[src/rtl/program_counter_unit_pkg.sv]
// Shared program-counter definitions: state encoding and default widths used
// across the PC controller, instruction ROM and fetch-side counter.
package pc_pkg;

  localparam int unsigned PC_W     = 12;
  localparam int unsigned PC_CNT_W = 16;

  typedef enum logic [1:0] {
    PC_IDLE = 2'b00,
    PC_RUN  = 2'b01,
    PC_HALT = 2'b10
  } pc_state_t;

endpackage

[src/rtl/program_counter_unit_next_addr.sv]
// Next-address generator: PC plus signed branch offset, or PC plus one.
// Purely combinational so a branch-predict path can reuse it.
module pc_next_addr
  import pc_pkg::*;
#(
  parameter int unsigned D = PC_W
) (
  input  logic [D-1:0] prog_ctr,
  input  logic [D-1:0] target,
  input  logic         branch_en,
  output logic [D-1:0] next_addr
);

  // Two's-complement add truncated to D bits equals the signed add mod 2^D.
  always_comb begin
    next_addr = prog_ctr + (branch_en ? target : D'(1));
  end

endmodule

[src/rtl/program_counter_unit.sv]
// Fetch-side program counter: IDLE -> RUN -> HALT sequencing with start/done
// handshake, relative branches and a saturating retired-instruction count.
module program_counter_unit
  import pc_pkg::*;
#(
  parameter int unsigned D = PC_W,
  parameter int unsigned C = PC_CNT_W
) (
  input  logic         clk,
  input  logic         reset,
  input  logic         start,
  input  logic [D-1:0] start_addr,
  input  logic         stall,
  input  logic         branch_en,
  input  logic [D-1:0] target,
  input  logic         halt,
  output logic [D-1:0] prog_ctr,
  output logic         running,
  output logic         done,
  output logic [C-1:0] inst_count
);

  pc_state_t    state_q, state_d;
  logic [D-1:0] pc_q, pc_d, next_addr;
  logic [C-1:0] cnt_q, cnt_d, cnt_inc;

  pc_next_addr #(.D(D)) u_next_addr (
    .prog_ctr  (pc_q),
    .target    (target),
    .branch_en (branch_en),
    .next_addr (next_addr)
  );

  assign cnt_inc = (cnt_q == '1) ? cnt_q : cnt_q + C'(1);

  always_ff @(posedge clk or negedge reset) begin
    if (!reset) begin
      state_q <= PC_IDLE;
      pc_q    <= '0;
      cnt_q   <= '0;
    end else begin
      state_q <= state_d;
      pc_q    <= pc_d;
      cnt_q   <= cnt_d;
    end
  end

  always_comb begin
    state_d = state_q;
    pc_d    = pc_q;
    cnt_d   = cnt_q;
    case (state_q)
      PC_IDLE, PC_HALT: begin
        if (start) begin
          state_d = PC_RUN;
          pc_d    = start_addr;
          cnt_d   = '0;
        end
      end
      PC_RUN: begin
        // Halt retires but keeps PC; it outranks the branch/increment.
        if (!stall) begin
          cnt_d = cnt_inc;
          if (halt) state_d = PC_HALT;
          else      pc_d    = next_addr;
        end
      end
      default: begin
        state_d = PC_IDLE;
        cnt_d   = '0;
      end
    endcase
  end

  always_comb begin
    running    = (state_q == PC_RUN);
    done       = (state_q == PC_HALT);
    prog_ctr   = pc_q;
    inst_count = cnt_q;
  end

endmodule
[config.mk]
export PLATFORM = sky130hd
export DESIGN_NAME = program_counter_unit
export DESIGN_NICKNAME = d
export VERILOG_FILES = /design/src/rtl/program_counter_unit_pkg.sv /design/src/rtl/program_counter_unit_next_addr.sv /design/src/rtl/program_counter_unit.sv
export SDC_FILE = /design/constraint.sdc
export NUM_CORES = 1
export LEC_CHECK = 0
export ABC_AREA = 1
export CORE_UTILIZATION = 50
export DETAILED_ROUTE_END_ITERATION = 10
export PLACE_DENSITY = 0.81
export SKIP_CTS_REPAIR_TIMING = 1
export SLEW_MARGIN = 20
export SYNTH_ARGS = -nofsm -noshare
export SYNTH_HDL_FRONTEND = slang
export SYNTH_SLANG_ARGS = --single-unit
export TNS_END_PERCENT = 50
[constraint.sdc]
create_clock -name clk -period 2.22 [get_ports clk]
set_clock_uncertainty 0.1 [all_clocks]
set_input_delay 0.666 -clock clk [delete_from_list [all_inputs] [get_ports clk]]
set_output_delay 0.666 -clock clk [all_outputs]
set_load 0.02 [all_outputs]
# Yosys cells after proc, flatten, opt, wreduce, memory -nomap -nowiden
# Cells that the tools add are included.
[op_classes] addsub=2 mul=0 div=0 magnitude_cmp=0 eq_ne=8 shifts=0 n_mux=13 bitwise_logic=0 n_reduce_logical=6
[ops] operator="two-way mux 12 bit" n=4
[ops] operator="two-way mux 16 bit" n=3
[ops] operator="case mux 16 bit (2 select lines)" n=1
[ops] operator="case mux 12 bit (2 select lines)" n=1
[ops] operator="adder 16 x 1 -> 16 bit (second input constant)" n=1
[ops] operator="equality test 16 bit (second input constant)" n=1
[ops] operator="adder 12 bit" n=1
[ops] operator="!= test 2 bit (second input constant)" n=5
[ops] operator="two-way mux 2 bit" n=3
[ops] operator="AND reduction 3 bit" n=2
[ops] operator="case mux 2 bit (2 select lines)" n=1
[ops] operator="AND reduction 4 bit" n=1
[ops] operator="equality test 2 x 1 -> 1 bit (second input constant)" n=1
[ops] operator="equality test 2 bit (second input constant)" n=1
[ops] operator="logical NOT 2 bit" n=1
[ops] operator="nonzero test 2 bit" n=1
[ops] operator="OR reduction 2 bit" n=1
[totals] reg_bits=30 latch_bits=0 ram_bits=0 rom_bits=0 inputBits=30 output_inout_bits=30 elab_cells=32 mem_count=0

# Longest topological paths before layout
[logic_depth] ltp_word=5 mapped_depth=14 ltp_nobuf=13

# Hierarchy
# A second synthesis with hierarchy kept.
[unflattened] cells_unflattened=378 hier_area_um2=2452.4
[modules_own_cells] mod="program_counter_unit" instances=1 cells_per_inst=235 area_each_um2=1727.9 seq_area_each_um2=750.7
[modules_own_cells] mod="pc_next_addr" instances=1 cells_per_inst=143 area_each_um2=724.4 seq_area_each_um2=0.0

# Worst setup path before layout
# Ideal clock, no wire load.
[synth_path] kind="input -> register" startpoint="input branch_en" endpoint="register pc_q[6] (netlist: prog_ctr[6])" setup_time_ns=0.117 arrival_time_ns=2.183 t_required_ns=2.003 setup_slack_ns=-0.180 cell_stages=12 path_buffers=1 path_cell_list="clkbuf_1 > nand2_1 > ha_1 > inv_1 > fa_1 > nor2_1 > nor2_1 > o21ai_0 > or2_2 > nand3_1 > nand2_1 > nand2_1"
[synth_via] elab_chain_len=5
[synth_rtl] element="start: declaration" line_no="program_counter_unit.sv:14" text="input logic branch_en,"
[synth_rtl] element="two-way mux 12 bit" line_no="program_counter_unit_next_addr.sv:16" text="next_addr = prog_ctr + (branch_en ? target : D'(1));"
[synth_rtl] element="adder 12 bit" line_no="program_counter_unit_next_addr.sv:16"
[synth_rtl] element="two-way mux 12 bit" line_no="program_counter_unit.sv:64" text="if (halt) state_d = PC_HALT;"
[synth_rtl] element="two-way mux 12 bit" line_no="program_counter_unit.sv:62" text="if (!stall) begin"
[synth_rtl] element="case mux 12 bit (2 select lines)" line_no="program_counter_unit.sv:52" text="case (state_q)"
[synth_rtl] element="end signal: assignment" line_no="program_counter_unit.sv:43" text="pc_q <= pc_d;"
[synth_rtl] element="end: declaration" line_no="program_counter_unit.sv:24" text="logic [D-1:0] pc_q, pc_d, next_addr;"
# Every way passes these cells. The select of a mux whose other input is x is not followed.
# A chain may end at the register's enable or synchronous reset.

# Worst setup path after layout
[layout_path] startpoint="input target[2]" endpoint="register pc_q[5] (netlist: prog_ctr[5])"
[layout_via] elab_chain_len=5
[layout_rtl] element="start: declaration" line_no="program_counter_unit.sv:15" text="input logic [D-1:0] target,"
[layout_rtl] element="two-way mux 12 bit" line_no="program_counter_unit_next_addr.sv:16"
[layout_rtl] element="adder 12 bit" line_no="program_counter_unit_next_addr.sv:16"
[layout_rtl] element="two-way mux 12 bit" line_no="program_counter_unit.sv:64"
[layout_rtl] element="two-way mux 12 bit" line_no="program_counter_unit.sv:62"
[layout_rtl] element="case mux 12 bit (2 select lines)" line_no="program_counter_unit.sv:52"
# Every way passes these cells. The select of a mux whose other input is x is not followed.

==> metrics.cfg <==
[sta]
tightest_slew_ns = 0.428
slew_headroom_pct = 71.2
finalCritPeriodShare_pct = 97.7
max_freq_mhz = 461
holdWs_ns = 0.412
final_hold_viol_count = 0
slew_viol_final = 0
layout_setup_ws_ns = 0.0514
period_minus_slack_ns = 2.17
report.final.setup_viol = 0

[route]
routed_wirelength_um = 6940
avgViaCountPerCell = 5.17
vias = 2695
ant_nets = 0
firstDrtPassIters = 4
drc = 0
routedWlPerCell_um = 13.3
dr.first_iter.drc_count = 134

[die]
die_h_um = 72.1
start_util_pct = 52.1
die-area_um2 = 5200
io_pins = 60
rows = 25
die_x_um = 72.1
coreArea_um2 = 4720

[placement]
io_buffers = 59
dp_hpwl_um = 4740
gp_congestion = 0.918
place_ws_ns = -0.632

[critical_path]
cp-end-kind = flip-flop
cp_max_fo = 5
worstPathArrival_ns = 2.25
crit_buf_inv = 2
worstPathCellList = clkdlybuf4s50_1 > nand2_1 > inv_1 > ha_4 > nand2_2 > nand3_4 > nand2_1 > nand2_2 > xnor2_2 > nand2_1 > nand2_1 > nand2_1
crit_family = simple AND/OR/NAND/NOR gates
max_stage_delay_ns = 0.45
required_ns = 2.30
cpMaxStageDelayCell = clkdlybuf4s50_1
r2r_setup_slack_ns = 0.19
start_kind = input pin
path_class = input pin to flip-flop
cp_common_cell = nand2_1

[power]
p_per_area_nw_per_um2 = 1120
power_leakage_nw = 1.72
vdd.ir_drop.worst_uv = 502

[layout]
final_common_cell = nand2_1
finalNetCount = 497
fillers = 351
ff_latch_area_um2 = 751
multiInputGateArea_um2 = 1650
mostFrequentLayoutCells = nand2_1 (110), clkdlybuf4s50_1 (52), inv_1 (47), nor2_1 (41), dfrtp_1 (30)
insertedDiodeCount = 0
drive_above_1_share_pct = 19.4
syn_to_final_growth_pct = 45.0

[global_routing]
grt_pass1_wl_um = 10900
first_global_vias = 2529
antenna_found_initial = 0
grt_max_degree = 34
grt_util_all_layers_pct = 26.5
global_route.overflow_total = 0

[outcome]
status = complete, no violations

[worst_hold_path]
hp-class = flip-flop to flip-flop

[run]
maxCapViolCount = 0

[synth]
syn_inst = 377
synth_fp_nets = 420
synth_area_um2 = 2460
yosys.cell_types.count = 33
ys_seq_area_share_pct = 30.5
ys_ff_latch = 30
yosysWarnings = 0
avgSynthCellArea_um2 = 6.52

[clock_network]
clk_latency_ns = 0.29
cts_buffer_depth = 2
htreeDepth = 2
cts_tree = yes
cts_buffers = 5
clk_pin_slew_ns = 0.07
cts_sinks = 30
clockRootBuffer = clkbuf_8

==> path summary, 6_finish.rpt <==
path | startpoint | to | cells past startpoint
max in group asynchronous | reset | inst_count[9] | 2
min | prog_ctr[9] | prog_ctr[9] | 2
max reg2reg | state_q[0] | prog_ctr[1] | 10
max | target[2] | prog_ctr[5] | 12
min in group asynchronous | reset | prog_ctr[1] | 2
min reg2reg | prog_ctr[9] | prog_ctr[9] | 2
==> tightest hold or removal path, stage by stage (launching register included) <==
cell and delay (ns):
dfrtp_1 0.37, nand2_1 0.06, nand2_1 0.06
==> synth_stat cells (all sizes together) <==
cell | n | area, µm²
a21o | 1 | 7.51
a21oi | 10 | 50.1
a31oi | 1 | 6.26
buf | 5 | 33.8
clkbuf | 2 | 7.51
dfrtp | 30 | 751
fa | 1 | 20.0
ha | 12 | 150
inv | 60 | 228
nand2 | 127 | 497
nand3 | 26 | 143
nand3b | 1 | 7.51
nand4 | 9 | 56.3
nor2 | 47 | 199
nor3 | 7 | 40.0
o211ai | 2 | 15.0
o21a | 2 | 15.0
o21ai | 20 | 119
o21bai | 1 | 7.51
or2 | 3 | 18.8
xnor2 | 3 | 26.3
xor2 | 7 | 61.3
==> routing by layer <==
| layer | part of all wire, % | vias up | track usage, % |
|---|---|---|---|
| li1 | - | 1333 | - |
| met1 | 40 | 1257 | 30.5 |
| met2 | 52 | 83 | 49.7 |
| met3 | 4.9 | 22 | 3.89 |
| met4 | 2.9 | 0 | 8.93 |
| met5 | 0 | - | 0 |
==> through the flow <==
step / cells / power, mW / instance area, µm² / TNS (ns) / utilization (%)
final: 521 / 3.98 / 3560 / 0 / 75.5
after floorplan: 377 / 2.33 / 2510 / 0 / -
after global routing: 521 / 4.29 / 3560 / -0.234 / 75.5
after detailed placement: 514 / 3.23 / 3290 / -5.19 / 69.7
after CTS: 521 / 3.67 / 3370 / -2.20 / 71.4
after global placement: 514 / 3.18 / 3290 / -4.86 / 69.7
==> registers in the layout, summed over array words and instances (netlist names) <==
register and flops:
prog_ctr 12, inst_count 16, state_q 2
==> cells by family (layout without fill, tap and decap cells) <==
group / count (synthesis) / count (layout) / synth area share (%)
simple gates: 220 / 220 / 39.1
buf+inv: 67 / 144 / 10.9
xor+xnor: 10 / 10 / 3.56
fa+ha+maj: 13 / 13 / 6.92
compound gates: 37 / 37 / 8.96
flops: 30 / 30 / 30.5
==> report_power, final <==
part           total [mW]  internal, mW  switching [mW]  leakage (nW)
Sequential          0.892         0.703           0.189         0.388
Clock               0.435         0.216           0.219        0.0383
Combinational        2.66          1.19            1.46          1.29
==> area by class of cell <==
class	count	share of cell area, %
multi-input combinational	280	46.4
tap	67	2.35
timing repair buffer	77	21.7
clock buffer	7	2.14
inverter	60	6.39
sequential	30	21.1
No activity file was read; power rests on OpenSTA's default activity.
